==> src/rtl/mem_arbiter_pkg.sv <==
// Shared definitions for the instruction/data memory arbiter: default widths,
// FSM state encodings and the streak counter sizing helper.
package mem_arbiter_pkg;

  localparam int unsigned ADDR_W_DEF = 32;
  localparam int unsigned DATA_W_DEF = 32;

  typedef enum logic [1:0] {
    ST_IDLE   = 2'b00,
    ST_BUSY_I = 2'b01,
    ST_BUSY_D = 2'b10
  } state_t;

  // Width needed to count 0..max inclusive; never narrower than one bit.
  function automatic int unsigned streak_w(input int unsigned max);
    return (max < 1) ? 1 : $clog2(max + 1);
  endfunction

endpackage

==> src/rtl/mem_arbiter_arb_select.sv <==
// Grant selection between fetch and data requesters, plus next value of the
// data-grant streak used to bound how long a pending fetch can be starved.
module arb_select
  import mem_arbiter_pkg::*;
#(
  parameter int unsigned STARVE_MAX = 2,
  parameter int unsigned STREAK_W   = streak_w(STARVE_MAX)
) (
  input  logic                i_en,
  input  logic                i_ireq,
  input  logic                i_dreq,
  input  logic                i_i_block,
  input  logic                i_d_block,
  input  logic [STREAK_W-1:0] i_streak,
  output logic                o_grant_i,
  output logic                o_grant_d,
  output logic [STREAK_W-1:0] o_streak_nxt
);

  logic w_i_elig;
  logic w_d_elig;
  logic w_sat;

  // A requester whose valid pulse is high this cycle is still holding req for
  // the access that just finished, so it must not be granted again.
  assign w_i_elig = i_ireq & ~i_i_block;
  assign w_d_elig = i_dreq & ~i_d_block;
  assign w_sat    = (i_streak == STREAK_W'(STARVE_MAX));

  assign o_grant_d = i_en & w_d_elig & ~(w_i_elig & w_sat);
  assign o_grant_i = i_en & w_i_elig & ~o_grant_d;

  always_comb begin
    o_streak_nxt = i_streak;
    if (o_grant_i) begin
      o_streak_nxt = '0;
    end else if (o_grant_d && i_ireq && !w_sat) begin
      o_streak_nxt = i_streak + STREAK_W'(1);
    end
  end

endmodule

==> src/rtl/mem_arbiter.sv <==
// Two-requester arbiter (fetch and load/store) sharing one memory port. One
// access in flight at a time; memory signals are registered for the whole access.
//
// state     | meaning
// ST_IDLE   | no access; arbitrate eligible requests
// ST_BUSY_I | fetch access on the memory port, waiting for mem_ready
// ST_BUSY_D | load/store access on the memory port, waiting for mem_ready
module mem_arbiter
  import mem_arbiter_pkg::*;
#(
  parameter int unsigned ADDR_W     = ADDR_W_DEF,
  parameter int unsigned DATA_W     = DATA_W_DEF,
  parameter int unsigned STARVE_MAX = 2
) (
  input  logic              clk,
  input  logic              reset,
  input  logic              i_req,
  input  logic [ADDR_W-1:0] i_addr,
  output logic [DATA_W-1:0] i_rdata,
  output logic              i_valid,
  input  logic              d_req,
  input  logic              d_we,
  input  logic [ADDR_W-1:0] d_addr,
  input  logic [DATA_W-1:0] d_wdata,
  output logic [DATA_W-1:0] d_rdata,
  output logic              d_valid,
  output logic              mem_req,
  output logic              mem_we,
  output logic [ADDR_W-1:0] mem_addr,
  output logic [DATA_W-1:0] mem_wdata,
  input  logic [DATA_W-1:0] mem_rdata,
  input  logic              mem_ready,
  output logic              busy
);

  localparam int unsigned STREAK_W = streak_w(STARVE_MAX);

  state_t              r_state;
  state_t              w_state_nxt;
  logic [STREAK_W-1:0] r_d_streak;
  logic [STREAK_W-1:0] w_streak_nxt;
  logic                w_grant_i;
  logic                w_grant_d;
  logic                w_idle;
  logic                w_busy;

  logic                r_mem_req;
  logic                r_mem_we;
  logic [ADDR_W-1:0]   r_mem_addr;
  logic [DATA_W-1:0]   r_mem_wdata;
  logic                r_i_valid;
  logic                r_d_valid;
  logic [DATA_W-1:0]   r_i_rdata;
  logic [DATA_W-1:0]   r_d_rdata;

  assign w_idle = (r_state == ST_IDLE);

  arb_select #(
    .STARVE_MAX (STARVE_MAX),
    .STREAK_W   (STREAK_W)
  ) u_arb_select (
    .i_en         (w_idle),
    .i_ireq       (i_req),
    .i_dreq       (d_req),
    .i_i_block    (r_i_valid),
    .i_d_block    (r_d_valid),
    .i_streak     (r_d_streak),
    .o_grant_i    (w_grant_i),
    .o_grant_d    (w_grant_d),
    .o_streak_nxt (w_streak_nxt)
  );

  always_ff @(posedge clk) begin
    if (reset) begin
      r_state <= ST_IDLE;
    end else begin
      r_state <= w_state_nxt;
    end
  end

  always_comb begin
    w_state_nxt = r_state;
    case (r_state)
      ST_IDLE: begin
        if (w_grant_d) begin
          w_state_nxt = ST_BUSY_D;
        end else if (w_grant_i) begin
          w_state_nxt = ST_BUSY_I;
        end
      end
      ST_BUSY_I, ST_BUSY_D: begin
        if (mem_ready) begin
          w_state_nxt = ST_IDLE;
        end
      end
      default: w_state_nxt = ST_IDLE;
    endcase
  end

  always_comb begin
    w_busy = 1'b0;
    if (r_state != ST_IDLE) begin
      w_busy = 1'b1;
    end
  end

  // Address/data registers are loaded only at grant time, so they stay stable
  // for however many wait cycles the memory inserts.
  always_ff @(posedge clk) begin
    if (reset) begin
      r_d_streak  <= '0;
      r_mem_req   <= 1'b0;
      r_mem_we    <= 1'b0;
      r_mem_addr  <= '0;
      r_mem_wdata <= '0;
      r_i_valid   <= 1'b0;
      r_d_valid   <= 1'b0;
      r_i_rdata   <= '0;
      r_d_rdata   <= '0;
    end else begin
      r_d_streak <= w_streak_nxt;
      r_i_valid  <= 1'b0;
      r_d_valid  <= 1'b0;
      case (r_state)
        ST_IDLE: begin
          if (w_grant_d) begin
            r_mem_req   <= 1'b1;
            r_mem_we    <= d_we;
            r_mem_addr  <= d_addr;
            r_mem_wdata <= d_wdata;
          end else if (w_grant_i) begin
            r_mem_req   <= 1'b1;
            r_mem_we    <= 1'b0;
            r_mem_addr  <= i_addr;
            r_mem_wdata <= '0;
          end
        end
        ST_BUSY_I: begin
          if (mem_ready) begin
            r_mem_req <= 1'b0;
            r_i_valid <= 1'b1;
            r_i_rdata <= mem_rdata;
          end
        end
        ST_BUSY_D: begin
          if (mem_ready) begin
            r_mem_req <= 1'b0;
            r_d_valid <= 1'b1;
            if (!r_mem_we) begin
              r_d_rdata <= mem_rdata;
            end
          end
        end
        default: r_mem_req <= 1'b0;
      endcase
    end
  end

  assign mem_req   = r_mem_req;
  assign mem_we    = r_mem_we;
  assign mem_addr  = r_mem_addr;
  assign mem_wdata = r_mem_wdata;
  assign i_valid   = r_i_valid;
  assign d_valid   = r_d_valid;
  assign i_rdata   = r_i_rdata;
  assign d_rdata   = r_d_rdata;
  assign busy      = w_busy;

endmodule

==> config.mk <==
export PLATFORM = sky130hd
export DESIGN_NAME = mem_arbiter
export DESIGN_NICKNAME = d
export VERILOG_FILES = /design/src/rtl/mem_arbiter_pkg.sv /design/src/rtl/mem_arbiter_arb_select.sv /design/src/rtl/mem_arbiter.sv
export SDC_FILE = /design/constraint.sdc
export NUM_CORES = 1
export LEC_CHECK = 0
export CELL_PAD_IN_SITES_DETAIL_PLACEMENT = 1
export CELL_PAD_IN_SITES_GLOBAL_PLACEMENT = 1
export CORE_ASPECT_RATIO = 0.6
export CORE_MARGIN = 1.5
export CORE_UTILIZATION = 28
export DETAILED_ROUTE_END_ITERATION = 16
export HOLD_SLACK_MARGIN = 0.02
export PLACE_DENSITY = 0.82
export SYNTH_ARGS = -nofsm -noshare
export SYNTH_HDL_FRONTEND = slang
export SYNTH_SLANG_ARGS = --single-unit
==> constraint.sdc <==
create_clock -name clk -period 1.9 [get_ports clk]
set_input_delay 0.38 -clock clk [delete_from_list [all_inputs] [get_ports clk]]
set_output_delay 0.38 -clock clk [all_outputs]
set_load 0.02 [all_outputs]
==> impl_summary.log, run 1 <==
[metrics] outcome: finished, final reports clean
[metrics] worst voltage drop across the vdd grid: 0.502 mV
[metrics] final slew viol count: 0
[metrics] uppermost routed layer: met4
[metrics] crit-path max FO: 4
[metrics] worst hold slack across all endpoints: 0.373 ns
[metrics] most area-consuming cells after synthesis: sky130_fd_sc_hd__dfxtp_1 (53%), sky130_fd_sc_hd__nand2_1 (12%), sky130_fd_sc_hd__a21oi_1 (8.5%)
[metrics] launch instance of the worst register-to-register path: r_state[0]
[metrics] cells along the critical path: clkdlybuf4s50_1
[metrics] post-synthesis instance area: 0.00512 mm2
[metrics] largest net degree at the start of global routing: 66
[metrics] initial antenna violation count: 0
[metrics] DRC errors left: 0
[metrics] sequential cell fraction of total power: 36.1%
[metrics] class of the most critical hold timing path: in2reg
[metrics] sequential-to-total area share from yosys stat: roughly 53%
[metrics] internal power consumption: between 6 and 7 mW
[metrics] number of vias in the routed layout: 5,310
[metrics] net count reported at finish: 1,004
[metrics] wl on met1: 8640 um
[metrics] total number of clock tree sinks: 136
[metrics] Buf+Inv Stages, Crit Path: 1
[metrics] Max Cap Violations: 0
[metrics] count of inserted antenna diode cells: 0
[metrics] critical path's top delay family: buffers and inverters
[metrics] number of CTS-inserted buffers: 17
[metrics] signal arrival time at the worst endpoint: 1.44 ns
[metrics] Post-Synthesis Mean Instance Area: 8.41 um2
[metrics] most area-hungry cell type in the Yosys netlist: sky130_fd_sc_hd__dfxtp_1
[metrics] final WL: ~19,000 um
[metrics] end of the worst register-to-register path: mem_wdata[17]
[metrics] via count of the first global-routing pass: 5,466
[metrics] Pleak: 3.25 nW
[metrics] hold worst-path end: d_rdata[8]
[metrics] combinational fraction of design power: 23.6%
[metrics] Final setup viols: 0
[metrics] starting utilization of the core area: approximately 28%
[metrics] layout-stage area growth over the synthesis result: 72.2%
[metrics] number of nets produced by synthesis: 747
[metrics] clock network latency to the later pin of the worst-skew pair: 0.42 ns
[metrics] most common cell after layout, fill and taps aside: sky130_fd_sc_hd__clkdlybuf4s50_1
[metrics] final worst clock skew: between 0.01 and 0.015 ns
[metrics] cell count after synthesis: slightly above 600
[metrics] required time reported for the critical path endpoint: roughly 1.5 ns
[metrics] worst-margin pin slew: 0.374 ns
[metrics] minimum clock period after layout: 1.82 ns
[metrics] Die Height: roughly 110 um
[metrics] total negative setup slack: 0 ns
[metrics] number of warnings issued by yosys: 0
[metrics] hold wc startpoint: reset
[metrics] switching fraction of total power: 28.3%
[metrics] register clock-pin slew on the reported worst setup and hold paths: ~0.06 ns
[metrics] average vias per placed instance: 4.75
[metrics] Sw Pwr: 2.51 mW
[metrics] Crit Path Class: reg2out
[metrics] maximum clock frequency: 551 MHz
[metrics] PortBufs: 266
[metrics] final critical-path share of the clock period: between 90% and 100%
[metrics] horizontal die dimension: 178 um
[metrics] Die Outline Area: 0.0191 mm2
[metrics] delay of the slowest critical-path stage: 0.65 ns
[metrics] Root Buffer: sky130_fd_sc_hd__clkbuf_16
[metrics] row count: 38
[metrics] HPWL after detailed placement: 13,600 um
[metrics] CTS tree: built
[metrics] DRT Pass-1 Iters: 4
[metrics] Cell Pwr Density: just over 1000 mW/mm2
[metrics] Initial DRC Count: 218
[metrics] H-tree depth: 4
[metrics] remaining global-route overflow: 0
[metrics] library cell contributing the largest single delay on the critical path: sky130_fd_sc_hd__clkdlybuf4s50_1
[metrics] first-pass GRT wire length: ~29,000 um
[metrics] Max-Slew Margin vs Limit: 75.1%
[metrics] Boundary Pins: 267
[metrics] overall fraction of global-route tracks in use: 19.9%
[metrics] RSZ-0062 raised after global routing: no
[metrics] category of the worst setup path launch point: flop
[metrics] area share of the leading cell type in the synthesized netlist: 53.2%
[metrics] reg2reg path depth: 8
[metrics] area of the core region: 0.0180 mm2
[metrics] gpl congestion: 0.752
[metrics] met3 layer wire length in the routed design: 1790 um
[metrics] fraction of final layout cells sized beyond drive strength 1: 9.22%
[metrics] Worst Hold Depth: 2
[metrics] most frequent cells in the layout: sky130_fd_sc_hd__clkdlybuf4s50_1 (262), sky130_fd_sc_hd__nand2_1 (163), sky130_fd_sc_hd__dfxtp_1 (136), sky130_fd_sc_hd__a21oi_1 (87), sky130_fd_sc_hd__nor2_1 (70)
[metrics] Fin. Hold Viols: 0
[metrics] Yosys reg bits: between 100 and 150
[metrics] part of the total power dissipated in the clock network: about 40%
[metrics] average wire per standard cell: 17.2 um
[metrics] Setup crit end kind: output pin
[metrics] Worst R2R Setup Slack: 0.22 ns
[metrics] Max Root-Sink Buffers: 2
[metrics] Antenna Violating Nets Remaining: 0
[metrics] met2 routed WL: approximately 8600 um
[metrics] number of unique standard cell types used by synthesis: 31
==> synthesized netlist by cell type <==
library cell                  n
sky130_fd_sc_hd__buf_6        2
sky130_fd_sc_hd__nand2b_1     2
sky130_fd_sc_hd__dfxtp_1    136
sky130_fd_sc_hd__xnor2_1      1
sky130_fd_sc_hd__o211a_1      1
sky130_fd_sc_hd__a22oi_1     33
sky130_fd_sc_hd__o31a_1       1
sky130_fd_sc_hd__a2bb2oi_1    2
sky130_fd_sc_hd__a211oi_1    23
sky130_fd_sc_hd__nand3_1      1
sky130_fd_sc_hd__nor2b_4      2
sky130_fd_sc_hd__a2111oi_0    1
sky130_fd_sc_hd__buf_2       15
sky130_fd_sc_hd__nor3_2       1
sky130_fd_sc_hd__a211oi_2    10
sky130_fd_sc_hd__or2_2        1
sky130_fd_sc_hd__ha_1         4
sky130_fd_sc_hd__and3_4       1
sky130_fd_sc_hd__a21oi_1     87
sky130_fd_sc_hd__nor3_1       1
sky130_fd_sc_hd__nand2_1    163
sky130_fd_sc_hd__and2_1       1
sky130_fd_sc_hd__buf_1        4
sky130_fd_sc_hd__nand3b_1     1
sky130_fd_sc_hd__inv_1        4
sky130_fd_sc_hd__o21a_1       1
sky130_fd_sc_hd__a21oi_2     10
sky130_fd_sc_hd__buf_4        2
sky130_fd_sc_hd__clkbuf_1    26
sky130_fd_sc_hd__o21ai_2      1
sky130_fd_sc_hd__nor2_1      71
==> sequential cells by signal, summed over array words and instances (netlist names) <==
signal      cells
r_d_streak      2
i_valid         1
d_valid         1
r_state         2
mem_wdata      32
mem_we          1
mem_addr       32
mem_req         1
i_rdata        32
d_rdata        32
==> through the flow <==
| step | std cells | area (um2) | utilization [%] | setup slack [ns] | power, mW |
|---|---|---|---|---|---|
| after detailed placement | 1087 | 8190 | 45.6 | -0.0771 | 5.38 |
| final | 1119 | 8820 | 49.1 | 0.0837 | 8.87 |
| after floorplan | 609 | 5120 | - | 0.430 | 4.28 |
| after global placement | 1087 | 8190 | 45.6 | -0.00112 | 5.34 |
| after CTS | 1119 | 8820 | 49.1 | 0.00812 | 8.99 |
| after global routing | 1119 | 8820 | 49.1 | 0.0155 | 9.29 |
==> timing repair <==
action	4_1_cts	5_1_grt
endpoints found under the setup margin	1	3
buffers inserted	0	0
gates cloned	0	0
endpoints found under the hold margin	0	0
pin swaps	0	0
hold buffers	0	0
resized for setup	2	3
==> per-layer routing <==
| metal | track usage, % | up-vias |
|---|---|---|
| li1 | - | 2562 |
| met1 | 24.2 | 2546 |
| met2 | 32.0 | 181 |
| met3 | 8.37 | 21 |
| met4 | 5.58 | 0 |
| met5 | 0 | - |
==> power groups by stage <==
| stage | Clock [mW] | Combinational [mW] | Sequential [mW] |
|---|---|---|---|
| after floorplan | 0 | 0.761 | 3.52 |
| after global placement | 0 | 2.08 | 3.26 |
| after detailed placement | 0 | 2.11 | 3.27 |
| after CTS | 3.66 | 2.12 | 3.21 |
| after global routing | 3.80 | 2.26 | 3.23 |
| final | 3.57 | 2.10 | 3.21 |
==> worst max-delay path by stage <==
| stage | from | endpoint | cells after the start | slack, ns |
|---|---|---|---|---|
| 2_1_floorplan | r_d_streak[0] | mem_addr[15] | 8 | 0.43 |
| 3_3_place_gp | d_req | mem_wdata[25] | 7 | -0.001 |
| 3_5_place_dp | d_req | mem_addr[11] | 6 | -0.08 |
| 4_1_cts | i_valid | i_valid | 1 | 0.008 |
| 5_1_grt | mem_we | mem_we | 1 | 0.02 |
| 6_report | mem_we | mem_we | 1 | 0.08 |
==> logic make-up (layout without fill, tap and decap cells) <==
kind of cell | after synthesis | in the layout | synth area share (%)
adder cells (fa/ha/maj) | 4 | 4 | 0.977
AO/OA/AOI/OAI | 170 | 170 | 22.1
flip-flops | 136 | 136 | 53.2
buffers and inverters | 53 | 323 | 4.69
XOR/XNOR | 1 | 1 | 0.171
AND/OR/NAND/NOR | 245 | 245 | 18.9
==> area by class of cell <==
type	instances	area, um2
fillers	2083	9150
repair buffers	287	2980
flip-flops and latches	136	2720
multi-input cells	420	2170
clock buffers	19	443
well taps	240	300
clock inverters	13	190
inverters	4	15.0
No activity file was read; power rests on OpenSTA's default activity.
==> inputs of run 2 (changes only) <==
--- a/config.mk
+++ b/config.mk
@@ -8,7 +8,7 @@
 export CELL_PAD_IN_SITES_DETAIL_PLACEMENT = 1
 export CELL_PAD_IN_SITES_GLOBAL_PLACEMENT = 1
 export CORE_ASPECT_RATIO = 0.6
-export CORE_MARGIN = 1.5
+export CORE_MARGIN = 1
 export CORE_UTILIZATION = 28
 export DETAILED_ROUTE_END_ITERATION = 16
 export HOLD_SLACK_MARGIN = 0.02
==> run 2 against run 1 <==
Sequential share of layout area increased by 0.25 points. Core utilization is 0.93 points higher. Clock power shrank 12%. Flip-flop and latch count stayed put. Total power fell by 5.0%. Highest routed layer unchanged.
==> impl_summary.log, run 2 (same netlist as run 1, synthesis figures left out) <==
[metrics] crit-path max FO: 2 (-2)
[metrics] final worst clock skew: 0.0160 ns (+0.00385 ns)
[metrics] Finished Cell Area: 0.00875 mm2 (-0.79%)
[metrics] final WL: 19,000 um (-0.95%)
[metrics] Max-Slew Margin vs Limit: 72.5% (-2.6 points)
[metrics] Antenna Violating Nets Remaining: 0 (unchanged)
[metrics] layout-stage area growth over the synthesis result: 70.9%
[metrics] overall fraction of global-route tracks in use: 20.1% (+0.21 points)
[metrics] Place WS: -0.0771 ns (+0.0000124 ns)
[metrics] Max Cap Violations: 0 (unchanged)
[metrics] Cell Pwr Density: 963 mW/mm2 (-4.2%)
[metrics] Die Height: 107 um (-0.93%)
[metrics] CTS tree: built
[metrics] Crit. Startpoint: mem_wdata[21]
[metrics] DP Area: 0.00819 mm2 (about the same)
[metrics] gpl congestion: 0.791 (+5.2%)
[metrics] PortBufs: 266 (unchanged)
[metrics] clock network latency to the later pin of the worst-skew pair: 0.41 ns (about the same)
[metrics] total instance count after detailed placement: 1,083 (-0.37%)
[metrics] cells along the critical path: clkdlybuf4s50_1
[metrics] Die Outline Area: 0.0189 mm2 (-1.5%)
[metrics] fraction of final layout cells sized beyond drive strength 1: 9.43% (+0.22 points)
[metrics] final-layout fill cell count: 1,994 (-4.3%)
[metrics] maximum clock frequency: 561 MHz (+1.8%)
[metrics] via count of the first global-routing pass: 5,442 (-0.44%)
[metrics] starting utilization of the core area: 29.3% (+0.77 points)
[metrics] worst voltage drop across the vdd grid: 0.453 mV (-9.6%)
[metrics] critical path's top delay family: buffers and inverters
[metrics] hold wc startpoint: reset
[metrics] required time reported for the critical path endpoint: 1.52 ns (about the same)
[metrics] HPWL after detailed placement: 13,700 um (+0.35%)
[metrics] initial antenna violation count: 0 (unchanged)
[metrics] most frequent cells in the layout: sky130_fd_sc_hd__clkdlybuf4s50_1 (261), sky130_fd_sc_hd__nand2_1 (163), sky130_fd_sc_hd__dfxtp_1 (136), sky130_fd_sc_hd__a21oi_1 (87), sky130_fd_sc_hd__nor2_1 (70)
[metrics] Buf+Inv Stages, Crit Path: 1 (unchanged)
[metrics] Final Total Pwr: 8.43 mW (-5.0%)
[metrics] final instance count without filler cells: 1,115 (-0.36%)
[metrics] number of CTS-inserted buffers: 17 (unchanged)
[metrics] Max Root-Sink Buffers: 2 (unchanged)
[metrics] Worst R2R Setup Slack: 0.22 ns (about the same)
[metrics] Setup crit end kind: output pin
[metrics] area used by multi-input combinational logic: 0.00217 mm2 (unchanged)
[metrics] Pleak: 3.23 nW (-0.55%)
[metrics] Crit Path Class: reg2out
[metrics] reg2reg path depth: 7 (-1)
[metrics] average vias per placed instance: 4.67 (-1.6%)
[metrics] Fin. Hold Viols: 0 (unchanged)
[metrics] largest net degree at the start of global routing: 58 (-12%)
[metrics] Final setup viols: 0 (unchanged)
[metrics] Post-CTS Repair Setup Buffers: 0 (unchanged)
[metrics] Root Buffer: sky130_fd_sc_hd__clkbuf_16
[metrics] H-tree depth: 4 (unchanged)
[metrics] outcome: finished, final reports clean
[metrics] remaining global-route overflow: 0 (unchanged)
[metrics] delay of the slowest critical-path stage: 0.65 ns (about the same)
[metrics] DRC errors left: 0 (unchanged)
[metrics] total number of clock tree sinks: 136 (unchanged)
[metrics] area of the core region: 0.0175 mm2 (-2.6%)
[metrics] Initial DRC Count: 209 (-4.1%)
[metrics] DRT Pass-1 Iters: 4 (unchanged)
[metrics] category of the worst setup path launch point: flop
[metrics] total area of sequential cells: 0.00272 mm2 (unchanged)
[metrics] library cell contributing the largest single delay on the critical path: sky130_fd_sc_hd__clkdlybuf4s50_1
[metrics] average wire per standard cell: 17.0 um (-0.60%)
[metrics] minimum clock period after layout: 1.78 ns (-0.0325 ns)
[metrics] end of the worst register-to-register path: r_d_streak[1]
[metrics] signal arrival time at the worst endpoint: 1.40 ns (-0.04 ns)
[metrics] most common cell after layout, fill and taps aside: sky130_fd_sc_hd__clkdlybuf4s50_1
[metrics] net count reported at finish: 1,006 (+0.20%)
[metrics] register clock-pin slew on the reported worst setup and hold paths: 0.07 ns (about the same)
[metrics] final critical-path share of the clock period: 93.9% (-1.7 points)
[metrics] Setup WS post-layout: 0.116 ns (+0.0325 ns)
[metrics] worst-margin pin slew: 0.403 ns (+0.0288 ns)
[metrics] Worst Hold Depth: 2 (unchanged)
[metrics] Boundary Pins: 267 (unchanged)
[metrics] first-pass GRT wire length: 29,400 um (+1.3%)
[metrics] horizontal die dimension: 177 um (-0.56%)
[metrics] worst hold slack across all endpoints: 0.370 ns (-0.00353 ns)
[metrics] row count: 37 (-2.6%)
[metrics] number of vias in the routed layout: 5,209 (-1.9%)
[metrics] launch instance of the worst register-to-register path: r_state[1]
[metrics] RSZ-0062 raised after global routing: no
[metrics] hold worst-path end: mem_wdata[12]
[metrics] final slew viol count: 0 (unchanged)
[metrics] class of the most critical hold timing path: in2reg
run 2: worst max-delay path by stage:
stage | to | slack [ns] | depth (start not counted)
detailed placement | mem_addr[29] | -0.08 | 6
CTS | busy | 0.01 | 4
floorplan | mem_addr[15] | 0.43 | 8
global placement | mem_addr[30] | -0.001 | 6
finish | mem_wdata[21] | 0.12 | 1
global route | d_rdata[23] | 0.05 | 1
run 2: timing repair:
item | 4_1_cts | 5_1_grt
pin swaps | 0 | 0
endpoints found under the setup margin | 1 | 4
hold buffers | 0 | 0
resized for setup | 2 | 4
run 2: through the flow:
stage | TNS [ns] | util (%)
after global placement | -0.00116 | 46.8
after detailed placement | -0.555 | 46.8
after global routing | 0 | 50.0
after floorplan | 0 | -
after CTS | 0 | 50.0
final | 0 | 50.0
run 2: per-layer routing:
| metal | vias to the layer above | GRT usage (%) | share of wire (%) |
|---|---|---|---|
| met2 | 171 | 32.1 | 45 |
| met1 | 2463 | 24.9 | 45 |
| li1 | 2568 | - | - |
| met3 | 7 | 8.79 | 9.5 |
| met4 | 0 | 4.13 | 0.55 |
| met5 | - | 0 | 0 |
run 2: report_power, final:
part           internal [mW]  leakage [nW]  switching (mW)
Clock                   1.80         0.266            1.34
Combinational           1.02          1.85            1.06
Sequential              3.08          1.11           0.124
Total                   5.90          3.23            2.53
run 2: final cells by class:
class / instances / share of cell area [%]
diodes: 1 / 0.0286
clock buffers: 17 / 4.86
clock inverters: 14 / 1.43
inverters: 4 / 0.172
multi-input cells: 420 / 24.8
flip-flops and latches: 136 / 31.1
well taps: 234 / 3.35
repair buffers: 289 / 34.3
==> inputs of run 3 (changes only) <==
--- a/config.mk
+++ b/config.mk
@@ -6,13 +6,13 @@
 export NUM_CORES = 1
 export LEC_CHECK = 0
 export CELL_PAD_IN_SITES_DETAIL_PLACEMENT = 1
-export CELL_PAD_IN_SITES_GLOBAL_PLACEMENT = 1
+export CELL_PAD_IN_SITES_GLOBAL_PLACEMENT = 2
 export CORE_ASPECT_RATIO = 0.6
 export CORE_MARGIN = 1
-export CORE_UTILIZATION = 28
+export CORE_UTILIZATION = 21
 export DETAILED_ROUTE_END_ITERATION = 16
 export HOLD_SLACK_MARGIN = 0.02
-export PLACE_DENSITY = 0.82
+export PLACE_DENSITY = 0.8
 export SYNTH_ARGS = -nofsm -noshare
 export SYNTH_HDL_FRONTEND = slang
 export SYNTH_SLANG_ARGS = --single-unit
==> run 3 against run 2 <==
Cell count is 7.7% higher. Hold slack better by 0.074 ns. Die area is 33% higher. Wire length is 7.9% higher. Core utilization is 12 points lower. Register-to-register slack worse by 0.04 ns. Critical path type unchanged. Sequential power hardly changed.
==> impl_summary.log, run 3 (same netlist as run 1, synthesis figures left out) <==
[metrics] DP Area: 0.00838 mm2 (+2.3%)
[metrics] reg2reg path depth: 8 (+1)
[metrics] Crit Path Class: reg2out
[metrics] HPWL after detailed placement: 14,700 um (+7.0%)
[metrics] Antenna Violating Nets Remaining: 0 (unchanged)
[metrics] Post-CTS Repair Setup Buffers: 0 (unchanged)
[metrics] DRC errors left: 0 (unchanged)
[metrics] minimum clock period after layout: 1.81 ns (+0.0246 ns)
[metrics] first-pass GRT wire length: 31,000 um (+5.3%)
[metrics] clock network latency to the later pin of the worst-skew pair: 0.42 ns (about the same)
[metrics] most common cell after layout, fill and taps aside: sky130_fd_sc_hd__clkdlybuf4s50_1
[metrics] most frequent cells in the layout: sky130_fd_sc_hd__clkdlybuf4s50_1 (260), sky130_fd_sc_hd__nand2_1 (163), sky130_fd_sc_hd__dfxtp_1 (136), sky130_fd_sc_hd__a21oi_1 (87), sky130_fd_sc_hd__nor2_1 (70)
[metrics] register clock-pin slew on the reported worst setup and hold paths: 0.06 ns (about the same)
[metrics] hold wc startpoint: reset
[metrics] starting utilization of the core area: 21.8% (-7.5 points)
[metrics] outcome: finished, final reports clean
[metrics] delay of the slowest critical-path stage: 0.66 ns (about the same)
[metrics] total number of clock tree sinks: 136 (unchanged)
[metrics] signal arrival time at the worst endpoint: 1.43 ns (+0.03 ns)
[metrics] Cell Pwr Density: 981 mW/mm2 (+1.8%)
[metrics] hold worst-path end: i_valid
[metrics] class of the most critical hold timing path: in2reg
[metrics] total instance count after detailed placement: 1,169 (+7.9%)
[metrics] Max Root-Sink Buffers: 2 (unchanged)
[metrics] Root Buffer: sky130_fd_sc_hd__clkbuf_16
[metrics] PortBufs: 266 (unchanged)
[metrics] required time reported for the critical path endpoint: 1.52 ns (about the same)
[metrics] Setup crit end kind: output pin
[metrics] horizontal die dimension: 204 um (+15%)
[metrics] Max Cap Violations: 0 (unchanged)
[metrics] Buf+Inv Stages, Crit Path: 1 (unchanged)
[metrics] Initial DRC Count: 171 (-18%)
[metrics] maximum clock frequency: 553 MHz (-1.4%)
[metrics] Boundary Pins: 267 (unchanged)
[metrics] number of vias in the routed layout: 5,257 (+0.92%)
[metrics] Die Outline Area: 0.0250 mm2 (+33%)
[metrics] launch instance of the worst register-to-register path: r_state[0]
[metrics] largest net degree at the start of global routing: 43 (-26%)
[metrics] category of the worst setup path launch point: flop
[metrics] count of inserted antenna diode cells: 0 (-1)
[metrics] Max-Slew Margin vs Limit: 61.9% (-11 points)
[metrics] Finished Cell Area: 0.00898 mm2 (+2.6%)
[metrics] final worst clock skew: 0.00914 ns (-0.00684 ns)
[metrics] Worst R2R Setup Slack: 0.18 ns (-0.04 ns)
[metrics] crit-path max FO: 2 (unchanged)
[metrics] gpl congestion: 0.764 (-3.5%)
[metrics] final critical-path share of the clock period: 95.2% (+1.3 points)
[metrics] layout-stage area growth over the synthesis result: 75.3%
[metrics] via count of the first global-routing pass: 5,401 (-0.75%)
[metrics] worst voltage drop across the vdd grid: 0.595 mV (+31%)
[metrics] average wire per standard cell: 17.1 um (+0.16%)
[metrics] row count: 43 (+16%)
[metrics] Worst Hold Depth: 2 (unchanged)
[metrics] fraction of final layout cells sized beyond drive strength 1: 9.48% (+0.049 points)
[metrics] final slew viol count: 0 (unchanged)
[metrics] initial antenna violation count: 0 (unchanged)
[metrics] library cell contributing the largest single delay on the critical path: sky130_fd_sc_hd__clkdlybuf4s50_1
[metrics] H-tree depth: 4 (unchanged)
[metrics] cells along the critical path: clkdlybuf4s50_1
[metrics] Fin. Hold Viols: 0 (unchanged)
[metrics] final WL: 20,500 um (+7.9%)
[metrics] remaining global-route overflow: 0 (unchanged)
[metrics] net count reported at finish: 1,011 (+0.50%)
[metrics] Die Height: 123 um (+15%)
[metrics] Pleak: 3.28 nW (+1.5%)
[metrics] final instance count without filler cells: 1,201 (+7.7%)
[metrics] CTS tree: built
[metrics] critical path's top delay family: buffers and inverters
[metrics] DRT Pass-1 Iters: 4 (unchanged)
[metrics] RSZ-0062 raised after global routing: no
[metrics] Final setup viols: 0 (unchanged)
[metrics] number of CTS-inserted buffers: 17 (unchanged)
[metrics] overall fraction of global-route tracks in use: 16.4% (-3.7 points)
[metrics] end of the worst register-to-register path: mem_wdata[5]
[metrics] number of hold-repair buffers added at the cts stage: 0 (unchanged)
[metrics] worst-margin pin slew: 0.571 ns (+0.168 ns)
[metrics] area of the core region: 0.0235 mm2 (+34%)
[metrics] average vias per placed instance: 4.38 (-6.3%)
-- run 3: metrics by stage --
| step | setup TNS (ns) | setup WS, ns | hold WS [ns] | util [%] | power (mW) |
|---|---|---|---|---|---|
| finish | 0 | 0.0916 | 0.443 | 38.2 | 8.81 |
| global route | 0 | 0.0241 | 0.464 | 38.2 | 9.24 |
| CTS | 0 | 0.0135 | 0.436 | 38.2 | 8.98 |
| detailed placement | -0.702 | -0.0685 | 0.447 | 35.7 | 5.45 |
| global placement | -0.0179 | -0.0179 | 0.442 | 35.7 | 5.43 |
| floorplan | 0 | 0.430 | 0.481 | - | 4.28 |
-- run 3: worst reg2reg max path: stages (launching register included) --
cell and delay, ns:
sky130_fd_sc_hd__dfxtp_1 0.34, sky130_fd_sc_hd__inv_1 0.08, sky130_fd_sc_hd__ha_1 0.23, sky130_fd_sc_hd__buf_4 0.17, sky130_fd_sc_hd__and3_4 0.18, sky130_fd_sc_hd__buf_12 0.16
sky130_fd_sc_hd__buf_12 0.16, sky130_fd_sc_hd__a22oi_1 0.22, sky130_fd_sc_hd__nor2_1 0.06
-- run 3: worst max path at each step --
stage / startpoint / endpoint / slack (ns) / cells after the start
global route: mem_wdata[25] / mem_wdata[25] / 0.02 / 1
finish: mem_wdata[25] / mem_wdata[25] / 0.09 / 1
CTS: mem_wdata[22] / mem_wdata[22] / 0.01 / 1
floorplan: r_d_streak[0] / mem_addr[15] / 0.43 / 8
global placement: i_req / mem_addr[28] / -0.02 / 6
detailed placement: i_req / mem_addr[26] / -0.07 / 6
-- run 3: power by group --
part,switching [mW],internal (mW)
Combinational,1.10,1.06
Sequential,0.124,3.08
Clock,1.27,2.17
-- run 3: what timing repair did --
action | in CTS | in global routing
endpoints found under the hold margin | 0 | 0
setup endpoints to repair | 4 | 2
resized for setup | 6 | 2
pin swaps | 0 | 0
-- run 3: area by class of cell --
type                            count  area [um2]
Tap cell                          315         394
Timing Repair Buffer              294        3080
Inverter                            4        15.0
Fill cell                        2702       14500
Sequential cell                   136        2720
Clock inverter                      7         116
Multi-Input combinational cell    420        2170
Clock buffer                       25         485
-- run 3: layer usage --
metal	vias up	GRT usage, %	part of all wire, %
li1	2581	-	-
met1	2483	21.2	48
met2	179	24.6	42
met3	14	7.64	9.5
met4	0	3.62	0.76
met5	-	0	0
